File: config.mk
export PLATFORM = sky130hd
export DESIGN_NAME = midi_decoder
export DESIGN_NICKNAME = d
export VERILOG_FILES = /design/src/rtl/midi_decoder.sv
export SDC_FILE = /design/constraint.sdc
export NUM_CORES = 1
export LEC_CHECK = 0
export ABC_AREA = 1
export CORE_MARGIN = 5
export CORE_UTILIZATION = 45
export CTS_CLUSTER_SIZE = 25
export DETAILED_ROUTE_END_ITERATION = 12
export PLACE_DENSITY = 0.72
export SLEW_MARGIN = 20
export SYNTH_ARGS = -nofsm -noshare
export SYNTH_HDL_FRONTEND = slang
export SYNTH_SLANG_ARGS = --single-unit
export TNS_END_PERCENT = 100
File: constraint.sdc
create_clock -name clk -period 1.4 [get_ports clk]
set_input_delay 0.42 -clock clk [delete_from_list [all_inputs] [get_ports clk]]
set_output_delay 0.42 -clock clk [all_outputs]
set_load 0.1 [all_outputs]
File: src/rtl/midi_decoder.sv
// MIDI note-message decoder: turns a MIDI byte stream into note on/off events.
// Latency: event_valid pulses the cycle after the edge that samples the final data byte.
// Backpressure: none; bytes are consumed whenever byte_valid=1 and events are one-cycle pulses.
// Ports: clk/reset (async, active-high); byte_valid/byte_in from the UART receiver;
//        event_valid/note_en/note/velocity toward the polyphony stage.

package midi_decoder_pkg;
  typedef enum logic {
    NOTE_OFF = 1'b0,
    NOTE_ON  = 1'b1
  } note_en_t;
endpackage

module midi_decoder
  import midi_decoder_pkg::*;
#(
  parameter int CHANNEL = 0,
  parameter bit OMNI    = 1'b0
) (
  input  logic       clk,
  input  logic       reset,
  input  logic       byte_valid,
  input  logic [7:0] byte_in,
  output logic       event_valid,
  output note_en_t   note_en,
  output logic [6:0] note,
  output logic [6:0] velocity
);

  typedef enum logic [2:0] {
    NO_STATUS,
    NOTE_D1,
    NOTE_D2,
    SKIP_D1,
    SKIP_D2,
    SKIP_1B
  } state_t;

  localparam logic [3:0] CH = 4'(CHANNEL);

  state_t     state_q, state_d;
  logic       run_on_q, run_on_d;       // running status kind: 1 = note-on, 0 = note-off
  logic [6:0] note_buf_q, note_buf_d;   // first data byte, held until the velocity arrives
  logic       event_valid_q, event_valid_d;
  note_en_t   note_en_q, note_en_d;
  logic [6:0] note_q, note_d;
  logic [6:0] velocity_q, velocity_d;

  logic is_status;
  logic is_realtime;
  logic ch_match;

  assign is_status   = byte_in[7];
  assign is_realtime = (byte_in[7:3] == 5'b11111);   // 0xF8..0xFF
  assign ch_match    = OMNI || (byte_in[3:0] == CH);

  always_comb begin
    state_d       = state_q;
    run_on_d      = run_on_q;
    note_buf_d    = note_buf_q;
    event_valid_d = 1'b0;
    note_en_d     = note_en_q;
    note_d        = note_q;
    velocity_d    = velocity_q;

    if (byte_valid) begin
      if (is_status) begin
        // Real-time bytes may interleave anywhere and must leave the parser untouched.
        if (!is_realtime) begin
          case (byte_in[7:4])
            4'h8, 4'h9: begin
              if (ch_match) begin
                state_d  = NOTE_D1;
                run_on_d = byte_in[4];
              end else begin
                state_d = SKIP_D1;
              end
            end
            4'hA, 4'hB, 4'hE: state_d = SKIP_D1;
            4'hC, 4'hD:       state_d = SKIP_1B;
            default: begin
              // 0xF0..0xF7: system common / sysex cancels running status.
              state_d  = NO_STATUS;
              run_on_d = 1'b0;
            end
          endcase
        end
      end else begin
        case (state_q)
          NOTE_D1: begin
            note_buf_d = byte_in[6:0];
            state_d    = NOTE_D2;
          end
          NOTE_D2: begin
            note_d        = note_buf_q;
            velocity_d    = byte_in[6:0];
            // Note-on with zero velocity is a note-off by MIDI convention.
            note_en_d     = (run_on_q && (byte_in[6:0] != 7'd0)) ? NOTE_ON : NOTE_OFF;
            event_valid_d = 1'b1;
            state_d       = NOTE_D1;
          end
          SKIP_D1: state_d = SKIP_D2;
          SKIP_D2: state_d = SKIP_D1;
          default: state_d = state_q;   // NO_STATUS discards, SKIP_1B stays
        endcase
      end
    end
  end

  always_ff @(posedge clk or posedge reset) begin
    if (reset) begin
      state_q       <= NO_STATUS;
      run_on_q      <= 1'b0;
      note_buf_q    <= 7'd0;
      event_valid_q <= 1'b0;
      note_en_q     <= NOTE_OFF;
      note_q        <= 7'd0;
      velocity_q    <= 7'd0;
    end else begin
      state_q       <= state_d;
      run_on_q      <= run_on_d;
      note_buf_q    <= note_buf_d;
      event_valid_q <= event_valid_d;
      note_en_q     <= note_en_d;
      note_q        <= note_d;
      velocity_q    <= velocity_d;
    end
  end

  assign event_valid = event_valid_q;
  assign note_en     = note_en_q;
  assign note        = note_q;
  assign velocity    = velocity_q;

endmodule

==> insert_results.sql, run 1 <==
INSERT INTO impl_metrics (metric_group, metric, value, unit) VALUES
('cts', 'cts_buffer_depth', '2', ''),
('critical_path', 'timing.critical_path.required', '980', 'ps'),
('routing', 'detailedRoute.firstIterationViolations', '48', ''),
('cts', 'clock_sinks', '27', ''),
('placement', 'placement.io_buffers', '26', ''),
('routing', 'drc', '0', ''),
('floorplan', 'core-area', '0.00276', 'sq mm'),
('cts', 'clock_latency', '320', 'ps'),
('routing', 'met3WireLength', '125', 'um'),
('logic_synthesis', 'gate_count_of_the_mapped_netlist', '152', ''),
('routing', 'highest_layer', 'met4', ''),
('critical_path', 'r2r_end', 'velocity[2]', ''),
('sta', 'setup-violations-final', '0', ''),
('critical_path', 'critical_path.top_delay_family', 'flip-flops', ''),
('routing', 'drt-wirelength-per-cell', '12.8', 'um'),
('cts', 'clock_tree.root_cell', 'sky130_fd_sc_hd__clkbuf_4', ''),
('routing', 'wl_met1', '1.20', 'mm'),
('sta', 'grt_setup_unrepaired', 'true', ''),
('routing', 'firstDrtPassIters', '4', ''),
('floorplan', 'std_cell_rows', '19', ''),
('global_route', 'groute.usage.overall', '14.9', '%'),
('sta', 'final_hold_viol_count', '0', ''),
('critical_path', 'timing.critical_path.depth', '1', ''),
('sta', 'slew_headroom', '82.9', '%'),
('critical_path', 'maximum_fanout_count_along_the_critical_path', '2', ''),
('sta', 'finalMaxSlewViolations', '0', ''),
('critical_path', 'critPathArrivalTime', '950', 'ps'),
('final_layout', 'finalNonFillerCells', '223', ''),
('placement', 'finalWeightedCongestion', '0.923', ''),
('logic_synthesis', 'syn_area_per_cell', '8.49', 'sq um'),
('cts', 'cts.reportedPaths.clkPinSlew', '150', 'ps'),
('sta', 'fmaxAchievable', '0.729', 'GHz'),
('min_path', 'hp-class', 'in -> async', ''),
('sta', 'timing.final.crit_share', '98.0', '%'),
('outcome', 'status', 'finished clean', ''),
('global_route', 'grt_max_degree', '28', ''),
('critical_path', 'crit_type', 'reg -> out', ''),
('placement', 'detailedPlace.worstSlack', '-321', 'ps'),
('critical_path', 'crit-reg2reg-launch', 'state_q[0]', ''),
('placement', 'place_inst', '216', ''),
('critical_path', 'cp_slowest_stage_delay', '450', 'ps'),
('routing', 'routed_wirelength', '2.86', 'mm'),
('global_route', 'overflow', '0', ''),
('logic_synthesis', 'yosys-mux-area-fraction', '0', '%'),
('sta', 'finalWorstSetupSlack', '27.4', 'ps'),
('floorplan', 'die_footprint', '0.00404', 'sq mm'),
('critical_path', 'timing.critical_path.cells', 'buf_12', ''),
('floorplan', 'die_span_in_y', '63.6', 'um'),
('critical_path', 'rrSetupSlack', '200', 'ps'),
('critical_path', 'critical_path.slowest_cell', 'sky130_fd_sc_hd__dfrtp_1', ''),
('routing', 'ant_nets', '0', ''),
('placement', 'dp_hpwl', '2.23', 'mm'),
('logic_synthesis', 'fraction_of_the_mapped_netlist_area_in_compound_gates', '9.88', '%'),
('cts', 'tritoncts', 'yes', ''),
('logic_synthesis', 'dominant_combinational_cell_family_by_area_after_synthesis', 'simple AND/OR/NAND/NOR gates', ''),
('floorplan', 'io-pin-count', '27', ''),
('final_layout', 'final_layout_size_suffix_gt1_share', '26.6', '%'),
('logic_synthesis', 'synth.cell_area', '0.00129', 'sq mm'),
('floorplan', 'floorplan.die.width', '63.6', 'um'),
('final_layout', 'multi_input_area', '523', 'sq um'),
('routing', 'route.met2.wl', '1.48', 'mm'),
('logic_synthesis', 'ys_seq_area_share', '52.3', '%'),
('final_layout', 'layout.filler_cells', '229', ''),
('logic_synthesis', 'yosysUniqueCellTypes', '18', ''),
('logic_synthesis', 'synthAdderAreaFrac', '0', '%'),
('sta', 'holdWs', '400', 'ps'),
('logic_synthesis', 'synth_xor_xnor_area_share', '0', '%'),
('cts', 'ctsHtreeMaxLevel', '1', ''),
('critical_path', 'sort_of_element_at_the_end_of_the_critical_path', 'output port', ''),
('logic_synthesis', 'ys_warn_count', '0', ''),
('run', 'drv.max_cap_violation_count', '0', '');
## synth_stat cells
library cell / n / area share [%]
sky130_fd_sc_hd__o22ai_1: 1 / 0.48
sky130_fd_sc_hd__o21ai_0: 4 / 1.6
sky130_fd_sc_hd__nand4_1: 2 / 0.97
sky130_fd_sc_hd__nand4_4: 1 / 1.6
sky130_fd_sc_hd__buf_6: 3 / 2.6
sky130_fd_sc_hd__nand2_1: 62 / 18
sky130_fd_sc_hd__nor2_8: 1 / 1.6
sky130_fd_sc_hd__a21oi_1: 1 / 0.39
sky130_fd_sc_hd__nand3_4: 1 / 1.4
sky130_fd_sc_hd__o21ai_2: 7 / 4.7
sky130_fd_sc_hd__inv_4: 1 / 0.48
sky130_fd_sc_hd__nor2_1: 11 / 3.2
sky130_fd_sc_hd__inv_2: 4 / 1.2
sky130_fd_sc_hd__nand3_1: 7 / 2.7
sky130_fd_sc_hd__dfrtp_1: 27 / 52
sky130_fd_sc_hd__o21ai_1: 7 / 2.7
sky130_fd_sc_hd__inv_1: 11 / 3.2
sky130_fd_sc_hd__nand2_4: 1 / 0.87
## cells by family (layout without fill, tap and decap cells)
logic type | count (synthesis) | after routing
flops | 27 | 27
compound gates | 20 | 20
simple gates | 86 | 86
buf+inv | 19 | 59
## per-layer routing
metal,global-route usage (%),vias to the layer above
met5,0,-
met4,6.75,0
met3,3.55,6
met2,25.8,30
met1,17.2,529
li1,-,561
## registers in the layout, summed over array words and instances (netlist names)
register	flops
event_valid	1
note_buf_q	7
run_on_q	1
note_en	1
velocity	7
note	7
state_q	3
## what timing repair did
action | CTS | global route
endpoints found under the hold margin | 0 | 0
gates resized for setup | 0 | 3
setup endpoints to repair | 0 | 34
buffers inserted | 0 | 3
## cell type report
cell class | count | area share [%]
Inverter | 16 | 3.36
Clock buffer | 3 | 1.21
Tap cell | 31 | 2.08
Timing Repair Buffer | 39 | 28.6
Sequential cell | 27 | 36.3
Clock inverter | 1 | 0.403
Multi-Input combinational cell | 106 | 28.1
## stage by stage
stage	cell area [sq um]	util, %
finish	1860	67.6
global route	1860	67.6
CTS	1830	66.5
detailed placement	1800	65.4
global placement	1800	65.4
floorplan	1290	-
## cells in the final DEF (no fill, tap or decap), drive strengths merged
cell type,netlist,routed
nand2,63,63
buf,3,29
dfrtp,27,27
o21ai,18,18
inv,16,16
nor2,12,12
clkdlybuf4s50,0,9
nand3,8,8
clkbuf,0,3
nand4,3,3
a21oi,1,1
o22ai,1,1
clkinvlp,0,1
dlymetal6s2s,0,1
## worst max-delay path by stage
stage,from,end,slack [ps]
after floorplan,note[0],note[0],80
after global placement,byte_in[7],note_en,-270
after detailed placement,byte_in[7],velocity[2],-320
after CTS,note_en,note_en,20
after global routing,note[2],note[2],-20
final,note_en,note_en,30
Power of run 1 is not shown: default switching activity piles up to over one toggle a cycle in this logic, so the estimate is an artifact.
==> run 2, diff against run 1 <==
PLACE_DENSITY = 0.75   (was 0.72)
clock period = 1.1 ns   (was 1.4 ns; I/O delays follow)
==> run 2 against run 1 <==
Compared with the run above:
- the run now ends with negative setup slack left
- via count increased by 6.6%
- flip-flop and latch count unchanged
- routed wire length increased by 13%
- critical path depth unchanged
- global-route usage increased by 1.0 points
- worst setup slack got worse by 220 ps
- die area unchanged
- cell count increased by 4.5%
- register-to-register slack got worse by 320 ps
- clock-buffer cell count increased by 1
- clock skew increased by 1.1 ps
==> insert_results.sql, run 2 (synthesis results as in run 1) <==
INSERT INTO impl_metrics (metric_group, metric, value, unit) VALUES
('outcome', 'status', 'complete, but fails checks', ''),
('outcome', 'violations', 'negative setup slack', ''),
('run', 'drv.max_cap_violation_count', '0', ''),
('cts', 'post_cts_hold_buffer_count', '0', ''),
('sta', 'timing.final.crit_share', '117', '%'),
('critical_path', 'crit-reg2reg-launch', 'state_q[2]', ''),
('critical_path', 'worstPathBufferInverterCount', '1', ''),
('floorplan', 'core-area', '0.00276', 'sq mm'),
('routing', 'routed_wirelength', '3.23', 'mm'),
('sta', 'fmaxAchievable', '0.774', 'GHz'),
('cts', 'ctsHtreeMaxLevel', '1', ''),
('final_layout', 'utilization', '75.7', '%'),
('floorplan', 'std_cell_rows', '19', ''),
('sta', 'fin_skew', '3.62', 'ps'),
('critical_path', 'timing.critical_path.required', '770', 'ps'),
('sta', 'grt_setup_unrepaired', 'true', ''),
('cts', 'cts_buffer_depth', '2', ''),
('final_layout', 'ff_latch_area', '697', 'sq um'),
('final_layout', 'postLayoutCellArea', '0.00209', 'sq mm'),
('placement', 'place_inst', '218', ''),
('pwr', 'peakVddDrop', '2810', 'uV'),
('critical_path', 'r2r_end', 'note[0]', ''),
('critical_path', 'maximum_fanout_count_along_the_critical_path', '2', ''),
('global_route', 'groute.usage.overall', '15.9', '%'),
('critical_path', 'sort_of_element_at_the_end_of_the_critical_path', 'output port', ''),
('floorplan', 'die_span_in_y', '63.6', 'um'),
('routing', 'vias', '1200', ''),
('routing', 'detailedRoute.firstIterationViolations', '42', ''),
('critical_path', 'critical_path.top_delay_family', 'flip-flops', ''),
('sta', 'worstMarginPinSlew', '212', 'ps'),
('global_route', 'grt_first_pass_wirelength', '5.22', 'mm'),
('sta', 'finalMaxSlewViolations', '0', ''),
('final_layout', 'layout.cells.most_common', 'sky130_fd_sc_hd__nand2_1', ''),
('cts', 'cts.reportedPaths.clkPinSlew', '140', 'ps'),
('sta', 'finalWorstSetupSlack', '-192', 'ps'),
('floorplan', 'initial_utilization', '46.8', '%'),
('cts', 'tritoncts', 'yes', ''),
('final_layout', 'final_layout_size_suffix_gt1_share', '50.5', '%'),
('floorplan', 'io-pin-count', '27', ''),
('sta', 'slew_headroom', '85.7', '%'),
('global_route', 'first_global_vias', '1204', ''),
('critical_path', 'worstSetupEndpoint', 'velocity[1]', ''),
('sta', 'final_hold_viol_count', '0', ''),
('final_layout', 'layout.filler_cells', '182', ''),
('final_layout', 'multi_input_area', '629', 'sq um'),
('cts', 'clock_sinks', '27', ''),
('critical_path', 'critPathArrivalTime', '960', 'ps'),
('pwr', 'leakagePower', '0.00103', 'uW'),
('pwr', 'cellPowerDensity', '3380', 'mW/mm^2'),
('routing', 'drt-wirelength-per-cell', '13.9', 'um'),
('critical_path', 'crit_type', 'reg -> out', ''),
('critical_path', 'timing.critical_path.depth', '1', ''),
('cts', 'cts_bufs_inserted', '3', ''),
('final_layout', 'finalNetCount', '214', ''),
('routing', 'vias_per_cell', '5.15', ''),
('critical_path', 'timing.critical_path.cells', 'buf_12', ''),
('floorplan', 'die_footprint', '0.00404', 'sq mm'),
('sta', 'setup-violations-final', '42', ''),
('placement', 'post_dp_cell_area', '0.00184', 'sq mm'),
('placement', 'dp_hpwl', '2.12', 'mm'),
('routing', 'firstDrtPassIters', '5', ''),
('placement', 'placement.io_buffers', '26', ''),
('global_route', 'grt_max_degree', '28', ''),
('global_route', 'antenna_found_initial', '0', ''),
('placement', 'finalWeightedCongestion', '0.846', ''),
('routing', 'drc', '0', ''),
('final_layout', 'synthToLayoutAreaGrowth', '61.7', '%'),
('min_path', 'hp-class', 'in -> async', ''),
('critical_path', 'number_of_cells_on_the_worst_reg_to_reg_path', '6', ''),
('critical_path', 'start_kind', 'flip-flop', ''),
('critical_path', 'crit_path_start', 'velocity[1]', ''),
('sta', 'min_period', '1290', 'ps'),
('final_layout', 'layout.cells.most_common_list', 'sky130_fd_sc_hd__nand2_1 (44), sky130_fd_sc_hd__dfrtp_2 (17), sky130_fd_sc_hd__buf_12 (17), sky130_fd_sc_hd__nand2_2 (16), sky130_fd_sc_hd__buf_4 (12)', ''),
('floorplan', 'floorplan.die.width', '63.6', 'um'),
('final_layout', 'diodes', '0', ''),
('critical_path', 'cp_slowest_stage_delay', '460', 'ps'),
('critical_path', 'rrSetupSlack', '-120', 'ps'),
('critical_path', 'critical_path.slowest_cell', 'sky130_fd_sc_hd__dfrtp_2', ''),
('routing', 'ant_nets', '0', ''),
('global_route', 'overflow', '0', ''),
('final_layout', 'finalNonFillerCells', '233', ''),
('cts', 'clock_latency', '330', 'ps'),
('cts', 'clock_tree.root_cell', 'sky130_fd_sc_hd__clkbuf_4', '');
[run 2: layout make-up]
type / count / area share (%)
clock buffer: 4 / 1.26
timing repair inverter: 2 / 0.719
sequential: 27 / 33.4
multi-input combinational: 107 / 30.1
timing repair buffer: 46 / 29.3
tap: 31 / 1.86
inverter: 16 / 3.36
[run 2: worst min path at each step]
stage                        startpoint       endpoint  slack [ps]  cells past startpoint
after floorplan                   reset  note_buf_q[0]         380                      1
after detailed placement  note_buf_q[3]        note[3]         470                      2
after global routing              reset    velocity[2]         330                      3
after global placement         run_on_q       run_on_q         450                      2
final                             reset        note[2]         310                      3
after CTS                         reset    velocity[2]         320                      3
[run 2: timing repair]
item | CTS | global route
pin swaps | 10 | 12
endpoints found under the hold margin | 0 | 0
gates resized for setup | 24 | 30
buffers inserted | 3 | 5
setup endpoints to repair | 42 | 42
cloned | 2 | 1
[run 2: report_power, final]
| group | leakage (uW) | switching [uW] | internal, uW |
|---|---|---|---|
| logic | 0.000689 | 2940 | 1740 |
| registers | 0.000323 | 460 | 1480 |
| clock network | 0.0000150 | 293 | 142 |
[run 2: routing by layer]
metal	vias up	track usage (%)	share of wire (%)
met5	-	0	0
met4	0	5.45	1.1
met3	2	3.73	5.7
met2	44	28.6	51
met1	567	18.3	42
li1	587	-	-
[run 2: stage by stage]
stage / TNS (ps) / total power (uW) / worst slack, ps / hold slack, ps
floorplan: -833 / 4470 / -76.0 / 382
global placement: -10890 / 6000 / -430 / 453
detailed placement: -11780 / 6090 / -487 / 474
CTS: -3150 / 6720 / -198 / 323
global route: -7590 / 7360 / -226 / 325
finish: -4900 / 7050 / -192 / 310
No activity file was read; power rests on OpenSTA's default activity.
==> run 3, diff against run 2 <==
PLACE_DENSITY = 0.72   (was 0.75)
clock period = 1.6 ns   (was 1.1 ns; I/O delays follow)
==> run 3 against run 2 <==
Compared with the run above:
- the run now ends clean
- worst hold slack gained 170 ps
- sequential share of layout area grew 4.0 points
- global-route usage shrank 1.5 points
- largest cell class unchanged
==> insert_results.sql, run 3 (synthesis results as in run 1) <==
INSERT INTO impl_metrics (metric_group, metric, value, unit) VALUES
('global_route', 'overflow', '0', ''),
('routing', 'ant_nets', '0', ''),
('critical_path', 'start_kind', 'flip-flop', ''),
('cts', 'clock_sinks', '27', ''),
('placement', 'post_dp_cell_area', '0.00178', 'sq mm'),
('sta', 'fin_skew', '3.52', 'ps'),
('critical_path', 'timing.critical_path.required', '1120', 'ps'),
('critical_path', 'timing.critical_path.depth', '1', ''),
('final_layout', 'layout.cells.most_common', 'sky130_fd_sc_hd__nand2_1', ''),
('critical_path', 'critical_path.top_delay_family', 'flip-flops', ''),
('critical_path', 'cp_slowest_stage_delay', '450', 'ps'),
('global_route', 'groute.usage.overall', '14.4', '%'),
('floorplan', 'initial_utilization', '46.8', '%'),
('run', 'drv.max_cap_violation_count', '0', ''),
('sta', 'timing.final.crit_share', '89.7', '%'),
('critical_path', 'worstSetupEndpoint', 'velocity[3]', ''),
('critical_path', 'crit_type', 'reg -> out', ''),
('critical_path', 'crit_path_start', 'velocity[3]', ''),
('critical_path', 'crit-reg2reg-launch', 'state_q[0]', ''),
('sta', 'fmaxAchievable', '0.697', 'GHz'),
('global_route', 'first_global_vias', '1128', ''),
('placement', 'dp_hpwl', '2.13', 'mm'),
('cts', 'clock_latency', '320', 'ps'),
('cts', 'clock_tree.root_cell', 'sky130_fd_sc_hd__clkbuf_4', ''),
('sta', 'worstMarginPinSlew', '339', 'ps'),
('critical_path', 'timing.critical_path.cells', 'buf_12', ''),
('cts', 'cts.reportedPaths.clkPinSlew', '150', 'ps'),
('routing', 'routed_wirelength', '2.65', 'mm'),
('cts', 'cts_bufs_inserted', '3', ''),
('final_layout', 'finalNetCount', '199', ''),
('floorplan', 'io-pin-count', '27', ''),
('final_layout', 'diodes', '0', ''),
('min_path', 'hp-class', 'reg -> reg', ''),
('cts', 'cts_buffer_depth', '2', ''),
('routing', 'vias_per_cell', '5.06', ''),
('outcome', 'status', 'finished clean', ''),
('final_layout', 'final_layout_size_suffix_gt1_share', '23.5', '%'),
('placement', 'placement.io_buffers', '26', ''),
('floorplan', 'die_span_in_y', '63.6', 'um'),
('sta', 'finalMaxSlewViolations', '0', ''),
('placement', 'finalWeightedCongestion', '0.928', ''),
('routing', 'firstDrtPassIters', '4', ''),
('global_route', 'grt_max_degree', '28', ''),
('final_layout', 'layout.filler_cells', '225', ''),
('sta', 'final_hold_viol_count', '0', ''),
('critical_path', 'maximum_fanout_count_along_the_critical_path', '2', ''),
('global_route', 'grt_first_pass_wirelength', '4.81', 'mm'),
('cts', 'post_cts.repair.setup_buffers', '0', ''),
('critical_path', 'rrSetupSlack', '400', 'ps'),
('final_layout', 'utilization', '65.5', '%'),
('cts', 'tritoncts', 'yes', ''),
('sta', 'min_period', '1440', 'ps'),
('floorplan', 'floorplan.die.width', '63.6', 'um'),
('sta', 'slew_headroom', '77.4', '%'),
('final_layout', 'postLayoutCellArea', '0.00181', 'sq mm'),
('cts', 'post_cts_hold_buffer_count', '0', ''),
('sta', 'tns', '0', 'ps'),
('cts', 'ctsHtreeMaxLevel', '1', ''),
('critical_path', 'number_of_cells_on_the_worst_reg_to_reg_path', '5', ''),
('critical_path', 'critPathArrivalTime', '960', 'ps'),
('critical_path', 'worstPathBufferInverterCount', '1', ''),
('critical_path', 'sort_of_element_at_the_end_of_the_critical_path', 'output port', ''),
('routing', 'vias', '1104', ''),
('floorplan', 'std_cell_rows', '19', ''),
('routing', 'detailedRoute.firstIterationViolations', '41', ''),
('critical_path', 'r2r_end', 'note_en', ''),
('critical_path', 'critical_path.slowest_cell', 'sky130_fd_sc_hd__dfrtp_1', ''),
('final_layout', 'layout.cells.most_common_list', 'sky130_fd_sc_hd__nand2_1 (62), sky130_fd_sc_hd__dfrtp_1 (27), sky130_fd_sc_hd__buf_12 (16), sky130_fd_sc_hd__inv_1 (11), sky130_fd_sc_hd__nor2_1 (11)', ''),
('global_route', 'antenna_found_initial', '0', ''),
('routing', 'drt-wirelength-per-cell', '12.1', 'um'),
('floorplan', 'die_footprint', '0.00404', 'sq mm'),
('sta', 'grt_setup_unrepaired', 'false', ''),
('floorplan', 'core-area', '0.00276', 'sq mm'),
('sta', 'setup-violations-final', '0', ''),
('cts', 'post_cts_resize_count', '0', ''),
('routing', 'drc', '0', ''),
('final_layout', 'synthToLayoutAreaGrowth', '39.9', '%');
-- run 3: changes by cell type in the layout (fill, tap and decap cells not counted), moves of 3 or more --
cell,before,now
sky130_fd_sc_hd__buf_6,6,0
sky130_fd_sc_hd__dfrtp_2,17,0
sky130_fd_sc_hd__inv_1,8,11
sky130_fd_sc_hd__clkdlybuf4s50_1,3,10
sky130_fd_sc_hd__dfrtp_1,10,27
sky130_fd_sc_hd__dlygate4sd2_1,5,0
sky130_fd_sc_hd__nand2_2,16,0
sky130_fd_sc_hd__buf_4,12,8
sky130_fd_sc_hd__nand2_1,44,62
sky130_fd_sc_hd__o21ai_2,10,7
-- run 3: worst min-delay path by stage --
stage                        start       end  slack (ps)  cells after the start
final                     run_on_q  run_on_q         480                      2
after CTS                 run_on_q  run_on_q         490                      2
after global placement    run_on_q  run_on_q         450                      2
after global routing         reset   note[6]         530                      3
after detailed placement  run_on_q  run_on_q         450                      2
after floorplan           run_on_q  run_on_q         440                      2
-- run 3: layout make-up --
type                            count  area [sq um]  area share (%)
Multi-Input combinational cell    106           519            28.7
Tap cell                           31          38.8            2.15
Inverter                           16          62.6            3.46
Clock buffer                        3          22.5            1.25
Timing Repair Buffer               34           480            26.6
Sequential cell                    27           676            37.4
Clock inverter                      1          7.51           0.416
-- run 3: layer usage --
metal  GRT usage [%]  wire [um]
met1            17.7       1150
met2            25.1       1330
met3            3.91        126
met4            3.12         36
met5               0          0
-- run 3: per-stage QoR --
step                      instances  hold WS [ps]  worst slack (ps)
after floorplan                 152           436               222
after detailed placement        214           453              -190
after CTS                       218           488               157
final                           218           483               165
after global routing            218           529              79.6
after global placement          214           454              -127
Power of run 3 is left out for the same reason.
